## config.mk

```make
export PLATFORM = sky130hd
export DESIGN_NAME = alu_issue
export DESIGN_NICKNAME = d
export VERILOG_FILES = /design/src/rtl/alu_pkg.sv /design/src/rtl/alu_hazard_unit.sv /design/src/rtl/alu_issue.sv
export SDC_FILE = /design/constraint.sdc
export NUM_CORES = 1
export LEC_CHECK = 0
export ABC_AREA = 1
export CAP_MARGIN = 25
export CORE_MARGIN = 3
export CORE_UTILIZATION = 35
export DETAILED_ROUTE_END_ITERATION = 10
export PLACE_DENSITY_LB_ADDON = 0.12
export SYNTH_ARGS = -nofsm -noshare
export SYNTH_HDL_FRONTEND = slang
export SYNTH_HIERARCHICAL = 1
export SYNTH_SLANG_ARGS = --single-unit
```

## constraint.sdc

```tcl
create_clock -name clk -period 2.3 [get_ports clk]
set_input_delay 0.575 -clock clk [delete_from_list [all_inputs] [get_ports clk]]
set_output_delay 0.575 -clock clk [all_outputs]
set_load 0.02 [all_outputs]
```

## src/rtl/alu_pkg.sv

```systemverilog
// Shared types for the ALU issue stage: opcode encoding, legality check
// and default datapath/register-address widths.
package alu_pkg;

    localparam int XLEN_DEF = 32;
    localparam int RA_W_DEF = 5;

    typedef enum logic [3:0] {
        OP_ADD = 4'b0000,
        OP_SUB = 4'b0001,
        OP_MUL = 4'b0010,
        OP_AND = 4'b0100,
        OP_OR  = 4'b0110,
        OP_XOR = 4'b0111,
        OP_SLL = 4'b1000,
        OP_SRL = 4'b1001,
        OP_SRA = 4'b1010
    } alu_op_e;

    function automatic logic is_legal_op(alu_op_e op);
        case (op)
            OP_ADD, OP_SUB, OP_MUL,
            OP_AND, OP_OR, OP_XOR,
            OP_SLL, OP_SRL, OP_SRA: is_legal_op = 1'b1;
            default:                is_legal_op = 1'b0;
        endcase
    endfunction

endpackage

```

## src/rtl/alu_hazard_unit.sv

```systemverilog
// RAW hazard detection and bypass selection for the ALU issue stage.
// Build option: ALU_ISSUE_BYPASS_EN enables the W-stage result bypass.
module alu_hazard_unit #(
    parameter int RA_W = 5
) (
    input  logic            rst,
    input  logic            in_valid,
    input  logic            in_use_imm,
    input  logic [RA_W-1:0] rs1,
    input  logic [RA_W-1:0] rs2,
    input  logic            x_vld,
    input  logic [RA_W-1:0] x_rd,
    input  logic            w_vld,
    input  logic [RA_W-1:0] w_rd,
    output logic            hazard,
    output logic            in_ready,
    output logic            byp1,
    output logic            byp2
);

    logic x_hit;

`ifdef ALU_ISSUE_BYPASS_EN
    always_comb begin
        x_hit = x_vld && (x_rd != '0)
             && ((rs1 == x_rd) || (!in_use_imm && (rs2 == x_rd)));
        hazard = in_valid && x_hit;
        byp1 = w_vld && (rs1 != '0) && (rs1 == w_rd);
        byp2 = w_vld && (rs2 != '0) && (rs2 == w_rd);
        in_ready = !rst && !hazard;
    end
`else
    logic w_hit;

    // Without a bypass the consumer waits until W has written the file.
    always_comb begin
        x_hit = x_vld && (x_rd != '0)
             && ((rs1 == x_rd) || (!in_use_imm && (rs2 == x_rd)));
        w_hit = w_vld && (w_rd != '0)
             && ((rs1 == w_rd) || (!in_use_imm && (rs2 == w_rd)));
        hazard = in_valid && (x_hit || w_hit);
        byp1 = 1'b0;
        byp2 = 1'b0;
        in_ready = !rst && !hazard;
    end
`endif

endmodule

```

## src/rtl/alu_issue.sv

```systemverilog
// Operand-issue stage feeding a one-cycle ALU, with writeback to the RF.
// Build option: ALU_ISSUE_BYPASS_EN (bypass from alu_result; else stall).
module alu_issue
    import alu_pkg::*;
#(
    parameter int XLEN = XLEN_DEF,
    parameter int RA_W = RA_W_DEF
) (
    input  logic            clk,
    input  logic            rst,
    input  logic            in_valid,
    output logic            in_ready,
    input  logic [3:0]      in_opcode,
    input  logic [RA_W-1:0] in_rd,
    input  logic [RA_W-1:0] in_rs1,
    input  logic [RA_W-1:0] in_rs2,
    input  logic            in_use_imm,
    input  logic [XLEN-1:0] in_imm,
    output logic [RA_W-1:0] rf_raddr1,
    output logic [RA_W-1:0] rf_raddr2,
    input  logic [XLEN-1:0] rf_rdata1,
    input  logic [XLEN-1:0] rf_rdata2,
    output logic [3:0]      alu_opcode,
    output logic [XLEN-1:0] alu_a,
    output logic [XLEN-1:0] alu_b,
    input  logic [XLEN-1:0] alu_result,
    output logic            wb_en,
    output logic [RA_W-1:0] wb_addr,
    output logic [XLEN-1:0] wb_data,
    output logic            illegal_op,
    output logic [31:0]     stall_cnt
);

    logic            hazard;
    logic            byp1;
    logic            byp2;
    logic            accept;
    logic            legal;
    logic            x_vld;
    logic            w_vld;
    logic [RA_W-1:0] x_rd;
    logic [RA_W-1:0] w_rd;
    logic [XLEN-1:0] opa;
    logic [XLEN-1:0] opb;

    alu_hazard_unit #(
        .RA_W(RA_W)
    ) u_hazard (
        .rst       (rst),
        .in_valid  (in_valid),
        .in_use_imm(in_use_imm),
        .rs1       (in_rs1),
        .rs2       (in_rs2),
        .x_vld     (x_vld),
        .x_rd      (x_rd),
        .w_vld     (w_vld),
        .w_rd      (w_rd),
        .hazard    (hazard),
        .in_ready  (in_ready),
        .byp1      (byp1),
        .byp2      (byp2)
    );

    assign rf_raddr1 = in_rs1;
    assign rf_raddr2 = in_rs2;
    assign accept    = in_valid && in_ready;
    assign legal     = is_legal_op(alu_op_e'(in_opcode));

    always_comb begin
        opa = '0;
        if (in_rs1 != '0) begin
            opa = byp1 ? alu_result : rf_rdata1;
        end
        opb = in_imm;
        if (!in_use_imm) begin
            opb = '0;
            if (in_rs2 != '0) begin
                opb = byp2 ? alu_result : rf_rdata2;
            end
        end
    end

    // Illegal ops never reach X, so the ALU inputs keep their last values.
    always_ff @(posedge clk) begin
        if (rst) begin
            x_vld      <= 1'b0;
            w_vld      <= 1'b0;
            x_rd       <= '0;
            w_rd       <= '0;
            illegal_op <= 1'b0;
            alu_opcode <= '0;
            alu_a      <= '0;
            alu_b      <= '0;
            stall_cnt  <= '0;
        end else begin
            x_vld      <= accept && legal;
            illegal_op <= accept && !legal;
            if (accept && legal) begin
                alu_opcode <= in_opcode;
                alu_a      <= opa;
                alu_b      <= opb;
                x_rd       <= in_rd;
            end
            w_vld <= x_vld;
            w_rd  <= x_rd;
            if (hazard && (stall_cnt != '1)) begin
                stall_cnt <= stall_cnt + 32'd1;
            end
        end
    end

    assign wb_en   = w_vld && (w_rd != '0) && !rst;
    assign wb_addr = w_rd;
    assign wb_data = alu_result;

endmodule

```

==> impl_metrics.ini <==
[run_status]
status = complete, no violations

[place]
port_buffers = 300
hpwlAfterDp_um = 20400
place_congestion = 0.995

[sta]
setup-tns-final_ns = 0
drv_slew = 0
clock-skew-final_ns = 0.00919
finalCritPeriodShare_pct = 99.5
period_needed_ns = 2.29
final-hold-violation-count = 0
fmax_mhz = 437
finalSetupViolCount = 0
rsz0062_at_grt = no

[clock_network]
clkSinkCount = 113
root_buffer = clkbuf_16
clkLatencyLatePin_ns = 0.41
cts_tree = built
cts_made_buffers = 17
ctsHoldBuffers = 0
clk_path_buf_depth = 2
path_clk_slew_ns = 0.05
htreeDepth = 4

[pwr]
pwr_density_cell_nw_per_um2 = 558
max-vdd-ir-drop_v = 0.000507
p_seq_share_pct = 34.8
p_int_uw = 4400
swShare_pct = 25.7
power_switching_uw = 1520
clkPwrFrac_pct = 46.4
pwr-share-comb_pct = 18.8
power_leakage_uw = 0.00457

[floorplan]
io_pins = 301
die-area_um2 = 20900
initial_core_util_pct = 35.8
rows = 50
die_x_um = 145
core_area_um2 = 18800
die_height_um = 145

[worst_setup_path]
end_kind = output pin
cp_max_fo = 2
path_delay_family = buffers and inverters
rr_worst_depth = 16
worst-path-buf-inv = 2
path_class = in -> out
required_ns = 1.73
rr_startpoint = wb_addr[0]
path_common_cell = clkdlybuf4s50_1
crit_chain = clkdlybuf4s50_1, clkdlybuf4s50_1
max_stage_delay_ns = 0.63
startpoint_type = primary input
cp.arrival_ns = 1.71
rrSetupSlack_ns = 0.14
slowest_stage = clkdlybuf4s50_1
regToRegEndpoint = stall_cnt[22]

[yosys]
yosysUniqueCellTypes = 32
synth_cells = 1085
yosysMostFrequentCell = nand2_1
yosys.area.top_type = dfxtp_1
synth-seq-area-share_pct = 33.7
synthTopCellsByCount = nand2_1 (321), nor2_1 (127), dfxtp_1 (113)
netlist_area_um2 = 6720
ys_top_cells_by_area = dfxtp_1 (34%), nand2_1 (18%), nand3_1 (8.0%)
synth-seq-cells = 113
ys_warn_count = 6
syn_area_per_cell_um2 = 6.19
synthArstFlopShare_pct = 0
synth_edf_count = 0
synthFlopType = dfxtp_1
synth_top_area_share_pct = 33.7

[route]
vias_per_cell = 4.96
post_drt_wl_per_cell_um = 16.6
drt_first_pass_iters = 7
post-route-drc-count = 0
drtIter0Drc = 554
ant_nets = 0
routed_wl_um = 26600
via_count = 7953

[run]
cap_violations = 0

[cells_and_area]
final_layout_size_suffix_gt1_share_pct = 10.7
final_net_count = 1509
postLayoutCoreUtil_pct = 56.4
antenna_cells = 0
fill_cells = 1847
multi_input_area_um2 = 3530
area_delta_synth_final_pct = 57.6
regArea_um2 = 2280

[worst_hold_path]
worstHoldPathType = reg -> reg
worstHoldPathCells = 2
holdCritStartpoint = x_vld
min_to = w_vld

[global_route]
grt_pass1_vias = 7273
grt.overflow.total = 0
grt_max_degree = 65
grtUsageTotal_pct = 24.7
antenna_found_initial = 1
grt_pass1_wl_um = 39600
==> how the worst max path moves through the flow <==
| stage | startpoint | to | slack (ns) | depth (start not counted) |
|---|---|---|---|---|
| detailed placement | in_rs2[3] | in_ready | -0.67 | 11 |
| finish | alu_result[23] | wb_data[23] | 0.01 | 2 |
| floorplan | in_rs1[3] | alu_a[10] | 0.16 | 15 |
| global route | alu_result[20] | wb_data[20] | 0.0007 | 2 |
| global placement | in_rs2[3] | in_ready | -0.66 | 11 |
| CTS | in_rs2[3] | in_ready | 0.00006 | 11 |
==> logic make-up (layout without fill, tap and decap cells) <==
kind of cell,count (synthesis),after routing,share of synthesized area [%]
other,1,2,0.0558
adders and majority gates,1,1,0.186
xor gates and xnor gates,3,3,0.391
DFF,113,113,33.7
AOI/OAI and AO/OA,171,171,14.1
and+or+nand+nor,593,593,37.2
buffers and inverters,203,487,14.4
==> state kept, by name, indices dropped and copies added (netlist names) <==
name / count
alu_a: 32
alu_b: 32
alu_opcode: 4
illegal_op: 1
stall_cnt: 32
w_vld: 1
wb_addr: 5
x_rd: 5
x_vld: 1
==> worst register-to-register path: cells and delay by family (launching register included) <==
family                 cells  cell delay [ns]
and+or+nand+nor           13             1.29
AOI/OAI and AO/OA          1             0.20
DFF                        1             0.37
buffers and inverters      2             0.19
==> layer usage <==
metal  part of all wire (%)  routed length, µm  GRT usage, %  vias to the layer above
met4                    2.7                710          9.13                        2
met5                  0.049                 13             0                        -
met2                     48              12700          42.1                      326
met3                    8.8               2350          7.21                       43
met1                     41              10800          29.6                     3587
li1                       -                  -             -                     3995
==> repair_timing <==
action / CTS / global route
cloned: 0 / 1
setup buffers: 2 / 0
setup endpoints to repair: 42 / 43
pin swaps: 1 / 8
resized for setup: 25 / 48
==> metrics by stage <==
stage / setup slack [ns] / cell area, µm² / hold slack (ns) / std cells / total power (µW)
CTS: 0.0000595 / 10500 / 0.433 / 1603 / 5940
floorplan: 0.155 / 6720 / 0.402 / 1086 / 2620
global route: 0.000745 / 10600 / 0.456 / 1604 / 6170
detailed placement: -0.674 / 9930 / 0.421 / 1569 / 3200
global placement: -0.662 / 9930 / 0.420 / 1569 / 3190
finish: 0.0114 / 10600 / 0.426 / 1604 / 5910
==> area by class of cell <==
type / count / area share, %
clock buffer: 23 / 4.61
multi-input combinational: 770 / 33.4
timing repair buffer: 354 / 32.9
clock inverter: 9 / 1.22
sequential: 113 / 21.5
inverter: 101 / 3.60
tap: 234 / 2.77
==> layout by cell type (no fill, tap or decap), types with 2 or more instances in the layout <==
cell type	Yosys	final
a21oi_1	92	91
buf_12	0	9
buf_4	44	43
buf_6	4	2
bufinv_16	0	3
clkbuf_1	40	2
clkbuf_16	0	18
clkbuf_2	0	9
clkbuf_8	0	4
clkdlybuf4s50_1	0	281
clkinv_2	0	3
clkinvlp_4	0	2
conb_1	1	2
dfxtp_1	113	104
dfxtp_2	0	8
dlygate4sd2_1	0	7
inv_1	95	86
inv_2	5	14
nand2_1	321	316
nand2_2	4	8
nand2_4	1	2
nand3_1	107	106
nand3_2	1	2
nand4_1	14	14
nor2_1	127	123
nor2_2	2	6
nor2_4	4	4
nor3_1	8	8
o211ai_1	32	32
o21ai_0	42	42
o21ai_1	3	3
xnor2_1	3	3
==> power by group through the flow <==
stage               logic, µW  clock network [µW]  registers, µW
floorplan                 465                   0           2160
global placement         1100                   0           2100
detailed placement       1100                   0           2100
CTS                      1100                2790           2060
global route             1200                2900           2070
finish                   1110                2740           2060
Note: power is estimated with default switching activity, not from simulation.
==> variant, RTL diff (same settings) <==
Set the package constant `XLEN_DEF` to 24 (it was 32).
--- a/src/rtl/alu_pkg.sv
+++ b/src/rtl/alu_pkg.sv
@@ -2,7 +2,7 @@
 // and default datapath/register-address widths.
 package alu_pkg;
 
-    localparam int XLEN_DEF = 32;
+    localparam int XLEN_DEF = 24;
     localparam int RA_W_DEF = 5;
 
     typedef enum logic [3:0] {
Interface: changed (7 resized); port bits go from 301 to 245. The function was not compared with the original's and may differ.
==> variant against the unedited design <==
  * Via count decreased by 17%
  * Clock power decreased by 46%
  * Final area decreased by 16%
  * Area after synthesis decreased by 12%
  * Combinational power decreased by 18%
  * First-iteration DRC count decreased by 27%
  * Setup slack improved by 0.018 ns
  * Register-to-register slack got worse by 0.02 ns
  * Routed wire length decreased by 20%
  * Power decreased by 30%
  * Sequential cell count decreased by 16
  * Critical path type unchanged
==> variant: results (changes against the unedited design) <==
| Metric | Value |
|---|---|
| Status | finished, final reports clean |
| Via/cell ratio | 4.775 (-3.7%) |
| Vias in the first global route | 6084 (-16%) |
| Met3 GRT Util | 6.588% (-0.62 points) |
| Layout cell share with drive strength beyond 1 | 12.39% (+1.7 points) |
| Synth area leaders | dfxtp_1 (33%), nand2_1 (14%), nor2_1 (11%) |
| Gr usage total | 22.45% (-2.3 points) |
| Most used DFF post-synth | dfxtp_1 |
| # Post-CTS Setup Buffers | 0 (-2) |
| H-tree depth | 3 (-1) |
| IR Drop Worst-Case VDD | 0.4122 mV (-19%) |
| Largest net degree at the start of global routing | 86 (+32%) |
| Global-route track usage on met2 | 35.84% (-6.2 points) |
| Post-Place Setup Slack | -0.7344 ns (-0.06027 ns) |
| Largest regs | stall_cnt x32, alu_a x24, alu_b x24 |
| Routed WL | 21340 um (-20%) |
| Top sig layer | met5 |
| Post-cts sizing count | 35 (+40%) |
| Fill cells | 1674 (-9.4%) |
| Leak | 3.800 nW (-17%) |
| Clk_lat worst skew | 0.35 ns (-0.06 ns) |
| CTS buffer count | 9 (-8) |
| Post-DP HPWL | 16200 um (-21%) |
| Top cells by count, synth | nand2_1 (226), nor2_1 (170), dfxtp_1 (97), inv_1 (85), nand3_1 (78) |
| DR WL met3 | 1874 um (-20%) |
| Syn Inst Count | 943 (-13%) |
| Clk_skew | 0.01032 ns (+0.001137 ns) |
| Switching part of the total | 27.61% (+2.0 points) |
| Nets | 1285 (-15%) |
| Clock transition at path regs | 0.06 ns |
| First-pass iteration count of the detailed router | 6 (-1) |
| Relative slew slack | 40.28% |
| Routed wl met2 | 9607 um (-25%) |
| PortBufs | 244 (-19%) |
| Met1 usage | 28.74% (-0.86 points) |
| Initial detailed-routing violation count | 403 (-27%) |
| Global-route wire length before repair | 32330 um (-18%) |
| M1 WL | 9283 um (-14%) |
| Register area share after synthesis | 32.90% (-0.79 points) |
| Synth unique cells | 33 (+3.1%) |
| Placed cell area | 8547 um^2 (-14%) |
| GP Congestion | 0.9013 (-9.4%) |
| Final Non-Filler Cells | 1386 (-14%) |
variant: cell count changes in the layout (fill, tap and decap cells not counted), sizes merged, moves of 14 or more:
cell           before  now
nand3             109   92
dfxtp             113   97
nand2             326  236
clkdlybuf4s50     281  228
o21ai              45   59
nor2              134  180
a21oi              92   53
variant: cells by family (layout without fill, tap and decap cells):
logic type / count (synthesis) / count (layout) / synth area share, %
AND/OR/NAND/NOR: 530 / 531 / 39.23
buffers and inverters: 172 / 397 / 14.14
AO/OA/AOI/OAI: 138 / 138 / 12.87
flip-flops: 97 / 97 / 32.90
XOR/XNOR: 4 / 4 / 0.5936
adder cells (fa/ha/maj): 1 / 1 / 0.2119
other: 1 / 2 / 0.06353
variant: area by class of cell:
class | count | area [um^2] | area share, %
multi-input cells | 676 | 3238 | 36.29
well taps | 216 | 270.3 | 3.029
clock buffers | 12 | 266.5 | 2.987
flip-flops and latches | 97 | 1954 | 21.90
clock inverters | 4 | 26.28 | 0.2944
inverters | 90 | 337.8 | 3.786
repair buffers | 291 | 2830 | 31.72
variant: path summary, 6_finish.rpt:
kind | startpoint | end | slack [ns] | depth (start not counted)
setup reg to reg | x_rd[0]$_SDFFE_PP0P_ | stall_cnt[21]$_SDFFE_PP0P_ | 0.12 | 17
hold reg to reg | x_vld$_SDFF_PP0_ | w_vld$_SDFF_PP0_ | 0.44 | 2
setup / recovery | alu_result[15] | wb_data[15] | 0.03 | 2
hold / removal | x_vld$_SDFF_PP0_ | w_vld$_SDFF_PP0_ | 0.44 | 2
variant: power by group through the flow:
stage	Sequential [mW]	Combinational, mW	Clock (mW)
6_report	1.77	0.906	1.49
5_1_grt	1.78	0.987	1.59
4_1_cts	1.77	0.907	1.53
3_5_place_dp	1.81	0.909	0
3_3_place_gp	1.81	0.909	0
2_1_floorplan	1.87	0.388	0
